<file path="config.mk">
export PLATFORM = sky130hd
export DESIGN_NAME = shift_load_ctrl_flat
export DESIGN_NICKNAME = d
export VERILOG_FILES = /design/src/rtl/shift_load_ctrl_if.sv /design/src/rtl/shift_load_ctrl.sv /design/src/flat_wrapper.sv
export SDC_FILE = /design/constraint.sdc
export NUM_CORES = 1
export LEC_CHECK = 0
export CAP_MARGIN = 10
export CORE_ASPECT_RATIO = 1.25
export CORE_MARGIN = 8
export CORE_UTILIZATION = 35
export DETAILED_ROUTE_END_ITERATION = 16
export SLEW_MARGIN = 40
export SYNTH_ARGS = -nofsm -noshare
export SYNTH_HDL_FRONTEND = slang
export SYNTH_SLANG_ARGS = --single-unit
</file>
<file path="constraint.sdc">
create_clock -name clk_i -period 1.7 [get_ports clk_i]
set_input_delay 0.17 -clock clk_i [delete_from_list [all_inputs] [get_ports clk_i]]
set_output_delay 0.17 -clock clk_i [all_outputs]
set_load 0.03 [all_outputs]
</file>
<file path="src/rtl/shift_load_ctrl_if.sv">
// Signal bundle between a word requester, the shift_load_ctrl controller and
// the external shift register it drives.
interface shift_load_ctrl_if #(
    parameter int WIDTH = 8
);
    logic             req_valid;
    logic             req_ready;
    logic [WIDTH-1:0] req_data;
    logic             sr_shift_en;
    logic             sr_serial_in;
    logic [WIDTH-1:0] sr_parallel_out;
    logic             busy;
    logic             done;
    logic             check_err;

    // Environment side: requester plus the shift register readback.
    modport master (
        output req_valid, req_data, sr_parallel_out,
        input  req_ready, sr_shift_en, sr_serial_in, busy, done, check_err
    );

    // Controller side.
    modport slave (
        input  req_valid, req_data, sr_parallel_out,
        output req_ready, sr_shift_en, sr_serial_in, busy, done, check_err
    );
endinterface

</file>
<file path="src/rtl/shift_load_ctrl.sv">
// Loads a word into an external serial-in shift register, MSB first, with GAP idle
// cycles between bits. Optional readback check: define SHIFT_LOAD_CTRL_CHECK_EN.
module shift_load_ctrl #(
    parameter int WIDTH = 8,
    parameter int GAP   = 0
) (
    input  logic              clk_i,
    input  logic              rst_i,
    shift_load_ctrl_if.slave  bus
);
    localparam int                     CNT_W    = $clog2(WIDTH);
    localparam logic [CNT_W-1:0] LAST_BIT = CNT_W'(WIDTH - 1);
    localparam logic [3:0]       GAP_LAST = 4'((GAP > 0) ? GAP - 1 : 0);

    typedef enum logic [1:0] {
        ST_IDLE,
        ST_SHIFT,
        ST_GAP,
        ST_DONE
    } state_e;

    state_e           state_q, state_d;
    logic [WIDTH-1:0] word_q, word_d;
    logic [CNT_W-1:0] bitcnt_q, bitcnt_d;
    logic [3:0]       gap_cnt_q, gap_cnt_d;

    // NOTE: every signal written here gets a default first, so no path can leave
    // one unassigned and infer a latch.
    always_comb begin
        state_d          = state_q;
        word_d           = word_q;
        bitcnt_d         = bitcnt_q;
        gap_cnt_d        = gap_cnt_q;
        bus.req_ready    = 1'b0;
        bus.busy         = 1'b1;
        bus.sr_shift_en  = 1'b0;
        bus.sr_serial_in = 1'b0;
        bus.done         = 1'b0;

        case (state_q)
            ST_IDLE: begin
                bus.req_ready = 1'b1;
                bus.busy      = 1'b0;
                if (bus.req_valid) begin
                    word_d   = bus.req_data;
                    bitcnt_d = '0;
                    state_d  = ST_SHIFT;
                end
            end
            ST_SHIFT: begin
                bus.sr_shift_en  = 1'b1;
                bus.sr_serial_in = word_q[LAST_BIT - bitcnt_q];
                bitcnt_d         = bitcnt_q + 1'b1;
                if (bitcnt_q == LAST_BIT) begin
                    state_d = ST_DONE;
                end else if (GAP > 0) begin
                    state_d   = ST_GAP;
                    gap_cnt_d = GAP_LAST;
                end
            end
            ST_GAP: begin
                // Counter is preloaded with GAP-1, so this state lasts GAP cycles.
                if (gap_cnt_q == '0) begin
                    state_d = ST_SHIFT;
                end else begin
                    gap_cnt_d = gap_cnt_q - 1'b1;
                end
            end
            ST_DONE: begin
                bus.done = 1'b1;
                state_d  = ST_IDLE;
            end
            default: state_d = ST_IDLE;
        endcase
    end

    // NOTE: sequential state uses non-blocking assignments so every register
    // samples its pre-edge inputs, independent of statement order.
    always_ff @(posedge clk_i) begin
        if (rst_i) begin
            state_q   <= ST_IDLE;
            word_q    <= '0;
            bitcnt_q  <= '0;
            gap_cnt_q <= '0;
        end else begin
            state_q   <= state_d;
            word_q    <= word_d;
            bitcnt_q  <= bitcnt_d;
            gap_cnt_q <= gap_cnt_d;
        end
    end

`ifdef SHIFT_LOAD_CTRL_CHECK_EN
    logic check_err_q, check_err_d;

    // Sticky mismatch flag: raised at the end of DONE, cleared by the next accept.
    always_comb begin
        check_err_d = check_err_q;
        if (state_q == ST_IDLE && bus.req_valid) begin
            check_err_d = 1'b0;
        end
        if (state_q == ST_DONE && bus.sr_parallel_out != word_q) begin
            check_err_d = 1'b1;
        end
    end

    always_ff @(posedge clk_i) begin
        if (rst_i) begin
            check_err_q <= 1'b0;
        end else begin
            check_err_q <= check_err_d;
        end
    end

    assign bus.check_err = check_err_q;
`else
    logic unused_parallel;

    assign unused_parallel = ^bus.sr_parallel_out;
    assign bus.check_err   = 1'b0;
`endif

endmodule
</file>
<file path="src/flat_wrapper.sv">
// flat-port wrapper written by rule: the top's interface ports become plain ports
module shift_load_ctrl_flat 
#(
    parameter int WIDTH = 8,
    parameter int GAP   = 0
)
  (clk_i, rst_i, bus_req_valid, bus_req_data, bus_sr_parallel_out, bus_req_ready, bus_sr_shift_en, bus_sr_serial_in, bus_busy, bus_done, bus_check_err);
  shift_load_ctrl_if #(.WIDTH(WIDTH)) bus_i ();
  input  logic clk_i;
  input  logic rst_i;
  input wire logic [$bits(bus_i.req_valid)-1:0] bus_req_valid;
  input wire logic [$bits(bus_i.req_data)-1:0] bus_req_data;
  input wire logic [$bits(bus_i.sr_parallel_out)-1:0] bus_sr_parallel_out;
  output wire logic [$bits(bus_i.req_ready)-1:0] bus_req_ready;
  output wire logic [$bits(bus_i.sr_shift_en)-1:0] bus_sr_shift_en;
  output wire logic [$bits(bus_i.sr_serial_in)-1:0] bus_sr_serial_in;
  output wire logic [$bits(bus_i.busy)-1:0] bus_busy;
  output wire logic [$bits(bus_i.done)-1:0] bus_done;
  output wire logic [$bits(bus_i.check_err)-1:0] bus_check_err;
  assign bus_i.req_valid = bus_req_valid;
  assign bus_i.req_data = bus_req_data;
  assign bus_i.sr_parallel_out = bus_sr_parallel_out;
  assign bus_req_ready = bus_i.req_ready;
  assign bus_sr_shift_en = bus_i.sr_shift_en;
  assign bus_sr_serial_in = bus_i.sr_serial_in;
  assign bus_busy = bus_i.busy;
  assign bus_done = bus_i.done;
  assign bus_check_err = bus_i.check_err;
  shift_load_ctrl #(.WIDTH(WIDTH), .GAP(GAP)) u_core (.clk_i(clk_i), .rst_i(rst_i), .bus(bus_i));
endmodule
</file>
---- Word level (Yosys, flattened, before mapping) ----
Cells that the tools add are included.
word-level totals
  flip-flop bits (word level) ............. 17
  latch bits .............................. 0
  bits in writable memories ............... 0
  bits in read-only memories .............. 0
  output and inout port bits .............. 6
  memories kept ........................... 0
cells by class
  $add $sub $neg .......................... 3
  $mul .................................... 0
  divide/modulo/power cells ............... 0
  $lt $le $gt $ge ......................... 1
  equal/unequal tests ..................... 7
  shift-type cells ........................ 0
  mux-type cells .......................... 13
  bitwise operators ....................... 1
  reduce and logical (&&, ||, !) cells .... 7
operator list
  operator                                                                number
  2-bit case mux with 4 select lines                                      1
  1-bit two-way mux                                                       6
  2-bit two-way mux                                                       3
  3-bit case mux with 2 select lines                                      1
  2-bit AND reduction                                                     3
  2-bit equality test (second input constant)                             2
  4-bit logical NOT                                                       1
  3-bit by 4-bit < comparator with 1-bit output (second input constant)   1
  2-bit by 1-bit != test with 1-bit output (second input constant)        2
  4-bit by 1-bit subtractor with 4-bit output (second input constant)     1
  3-bit by 1-bit adder with 3-bit output (second input constant)          1
  1-bit binary-select mux with 3-bit select                               1
  3-bit equality test (second input constant)                             1
  3-bit two-way mux                                                       1
  3-bit AND reduction                                                     1
  3-bit subtractor (first input constant)                                 1
  2-bit by 1-bit equality test with 1-bit output (second input constant)  1
  2-bit logical NOT                                                       1
  2-bit != test (second input constant)                                   1
  2-bit nonzero test                                                      1
  1-bit inverter                                                          1

---- Logic depth before layout (Yosys ltp) ----
Gate-level depths: netlist of the first run.
  depth in word-level cells ............... 4
  depth in mapped cells ................... 5
  mapped depth without buffers ............ 5

---- Least setup slack after synthesis of the first run ----
No wires, ideal clock.
  path kind ............................... register to output
  from .................................... reg u_core.bitcnt_q[0]
  to ...................................... out bus_sr_serial_in
  data arrival time ....................... 1702 ps
  slack ................................... -172 ps
  cell stages (with the launch flop) ...... 4
  path through ............................ dfxtp_1 mux4_2 nor2_1 nor4_1
on the way
  word-level cells in the longest chain between the ends .. 4
RTL lines
  what                                       RTL line               RTL
  start, declared                            shift_load_ctrl.sv:24  logic [CNT_W-1:0] bitcnt_q, bitcnt_d;
  start signal, assigned                     shift_load_ctrl.sv:88  bitcnt_q <= bitcnt_d;
  3-bit subtractor                           shift_load_ctrl.sv:52  bus.sr_serial_in = word_q[LAST_BIT - bitcnt_q];
  1-bit binary-select mux with 3-bit select  shift_load_ctrl.sv:52
  1-bit two-way mux (implied by the code)    shift_load_ctrl.sv:52
  1-bit two-way mux                          shift_load_ctrl.sv:40  case (state_q)
  end, declared                              flat_wrapper.sv:16     output wire logic [$bits(bus_i.sr_serial_in)-1:0] bus_sr_serial_in;
No other way between the ends. The select of a mux whose other input is x is not followed.

---- Final worst setup path of the first run ----
Same ends and word-level chain as after synthesis.

==> results of run 1 <==
==> routing by layer <==
metal,share of wire [%],routed length [um]
met4,1.1,19
met5,0,0
met3,3.4,57
met1,46,763
met2,50,835
==> where the power goes <==
group / total, uW / leakage [uW] / switching (uW) / internal, uW
logic: 117 / 0.000283 / 58.1 / 59.3
clock network: 214 / 0.0000177 / 127 / 87.5
registers: 424 / 0.000139 / 10.7 / 413
==> final timing paths <==
check | startpoint | to | slack (ps) | cells after the start
worst max-delay path | u_core.bitcnt_q[0]$_SDFFE_PP0P_ | bus_sr_serial_in | 0.08 | 4
worst min-delay path | bus_req_data[5] | u_core.word_q[5]$_SDFFE_PP0P_ | 420 | 3
worst max register to register | u_core.gap_cnt_q[0]$_SDFFE_PP0P_ | u_core.state_q[0]$_SDFFE_PP0P_ | 220 | 5
worst min register to register | u_core.word_q[4]$_SDFFE_PP0P_ | u_core.word_q[4]$_SDFFE_PP0P_ | 460 | 2
==> worst min-delay path, stage by stage <==
cell,delay [ps]
clkdlybuf4s50_1,400
nand2_1,50
a21oi_1,50
==> placed cells by master (no fill, tap or decap), types with 2 or more instances in the layout <==
cell / synthesis / final
nand2_1: 19 / 19
dfxtp_1: 17 / 16
a21oi_1: 14 / 14
clkdlybuf4s50_1: 0 / 10
buf_4: 1 / 7
inv_1: 6 / 6
ha_1: 4 / 4
nor3b_1: 3 / 3
nand3_1: 3 / 3
clkbuf_4: 0 / 3
mux2_2: 2 / 2
nand2b_1: 2 / 2
or3_1: 2 / 2
o21ai_0: 2 / 2
dlygate4sd2_1: 0 / 2
==> through the flow <==
| stage | instances | TNS (ps) | util (%) |
|---|---|---|---|
| floorplan | 99 | 0 | - |
| global placement | 148 | -216 | 44.6 |
| detailed placement | 148 | -225 | 44.6 |
| CTS | 152 | -140 | 45.9 |
| global route | 152 | -62.8 | 46.0 |
| finish | 152 | 0 | 46.0 |
==> logic make-up after synthesis <==
family / after synthesis / synth area share, %
compound gates: 19 / 12.4
mux: 4 / 6.56
buf+inv: 11 / 6.26
fa+ha+maj: 4 / 5.96
flops: 17 / 40.5
simple gates: 43 / 27.9
other cells: 1 / 0.447
==> registers in the layout (all words and copies together) (netlist names) <==
register	flops
u_core.word_q	8
u_core.gap_cnt_q	4
u_core.bitcnt_q	3
u_core.state_q	2
==> cell type report <==
class / instances / area, um^2 / share of cell area [%]
Multi-Input combinational cell: 71 / 462 / 42.7
Timing Repair Buffer: 21 / 185 / 17.1
Inverter: 6 / 22.5 / 2.08
Clock buffer: 3 / 22.5 / 2.08
Clock inverter: 1 / 5.00 / 0.462
Sequential cell: 17 / 344 / 31.8
Tap cell: 33 / 41.3 / 3.82
==> key figures, run 1 <==
Yosys
  – Synth Warn #: 0
  – Top-area cell type share of the netlist area: 40.5%
  – Syn_area_per_cell: ~8.5 um^2
  – Seq/Total Area, Yosys: between 40% and 50%
  – Cells after synthesis: 99
  – Primary FF master, synth: dfxtp_1
  – Asr flop ratio synth: 0%
  – Number of distinct library cells after synthesis: 33
  – Syn Nets: roughly 120
  – Top post-synthesis cells by count: 19 x nand2_1, 17 x dfxtp_1, 14 x a21oi_1
  – Yosys top cell by area: dfxtp_1
  – Ranking of synthesized cells by area: dfxtp_1 41%, nand2_1 8.5%, a21oi_1 8.3%
  – Post-synth EDFFs: 0
  – Yosys reg bits: 17
  – Synthesized area: roughly 840 um^2
  – Top-count cell post-synth: nand2_1

Global routing
  – Overall Global Routing Usage: under 10%
  – Maximum number of pins on one net before global-route repair: 12
  – Number of global-route vias before repair: roughly 670
  – Initial antenna violation count: 0
  – Grt ovf: 0
  – Most Used Layer, Global Route: met2
  – M1 GR Usage: under 10%
  – Met3 usage: between 1.5 and 2%
  – Met2 GRT Util: between 10% and 20%
  – First-pass GRT wire length: about 2800 um

Critical path
  – Cell family contributing the most delay on the critical path: multiplexers
  – Slowest stage cell, crit path: mux4_2
  – Setup CP Type: reg2out
  – Critical path cell sequence: mux4_2 > nor2_2 > nor4_2 > buf_2
  – Element type at the critical path end: output pin
  – Critical Path Fanout Max: 6
  – Worst path bufs/invs: 1
  – Startpoint Class: register
  – WP data arrival: ~1500 ps
  – Crit path largest cell delay: a little over 500 ps
  – Critical Path RT: ~1500 ps

Power
  – Final Power: ~760 uW
  – P per Cell Area: ~700 nW/um^2
  – LEAKAGE: between 0.0004 and 0.0005 uW
  – Peak supply drop: between 500 and 600 uV

Timing
  – RSZ-0062 raised after global routing: true
  – Final hold vios: 0
  – Maximum clock frequency: 0.588 GHz
  – Final setup margin: approximately 0.084 ps
  – Crit path time final: 1700 ps
  – Fin. max-slew vios: 0
  – Min Hold Slack: about 420 ps
  – Final setup viols: 0
  – Final period util: roughly 100%
  – Fin Clk Skew: a little over 2 ps

Route
  – DRT antenna net count: 0
  – Total iterations of the first detailed-routing run: 4
  – Remaining DRCs: 0
  – Drt initial violations: 12
  – WL per Instance: between 10 and 15 um
  – Vias per cell: between 4 and 5
  – Routed WL: 1680 um
  – Via count: 699

Placement
  – Dpl ws: -225 ps
  – DP Area: around 1000 um^2
  – GPL Wtd Cong: slightly above 0.8
  – Port Buf Inserts: 15
  – HPWL after DPL: 1330 um

Clocking
  – Hold Buf Count CTS: 0
  – Clk slew on worst S/H paths: 100 ps
  – Clock buffer depth: 2
  – H-tree Lvls: 1
  – Insertion delay to the later sink of the worst-skew pair: about 290 ps
  – Clk root buf: clkbuf_4
  – CTS Buf Count: 3
  – Clock sinks: 17
  – CTS tree: built
  – Post-CTS Resized: 9
  – Setup Buffers After CTS: 0

Layout
  – Fin nets: approximately 140
  – Share of layout cells above drive strength 1: about a fifth
  – Post-route cell area: between 1000 and 1500 um^2
  – Diodes inserted: 0
  – Synth-to-Final Area Change: 28.9%
  – Fillers: 260

Floorplanning
  – Die area: about 4200 um^2
  – Core ar.: around 2400 um^2
  – Rows: 20
  – I/O pins: 25
  – Chip Height: 70.8 um
  – Initial core utilization: approximately 36%
  – Die width: 59.8 um

Outcome
  – Status: finished clean

Hold path
  – Worst hold-check path type: in2reg

Run
  – Max_cap viols: 0
Power figures use the tool's default switching activity.
==> inputs of run 2 (changes only) <==
--- a/config.mk
+++ b/config.mk
@@ -10,6 +10,7 @@
 export CORE_MARGIN = 8
 export CORE_UTILIZATION = 35
 export DETAILED_ROUTE_END_ITERATION = 16
+export HOLD_SLACK_MARGIN = 0.1
 export SLEW_MARGIN = 40
 export SYNTH_ARGS = -nofsm -noshare
 export SYNTH_HDL_FRONTEND = slang
==> results of run 2 <==
The final DEF is identical to that of run 1; final timing and power are the same.
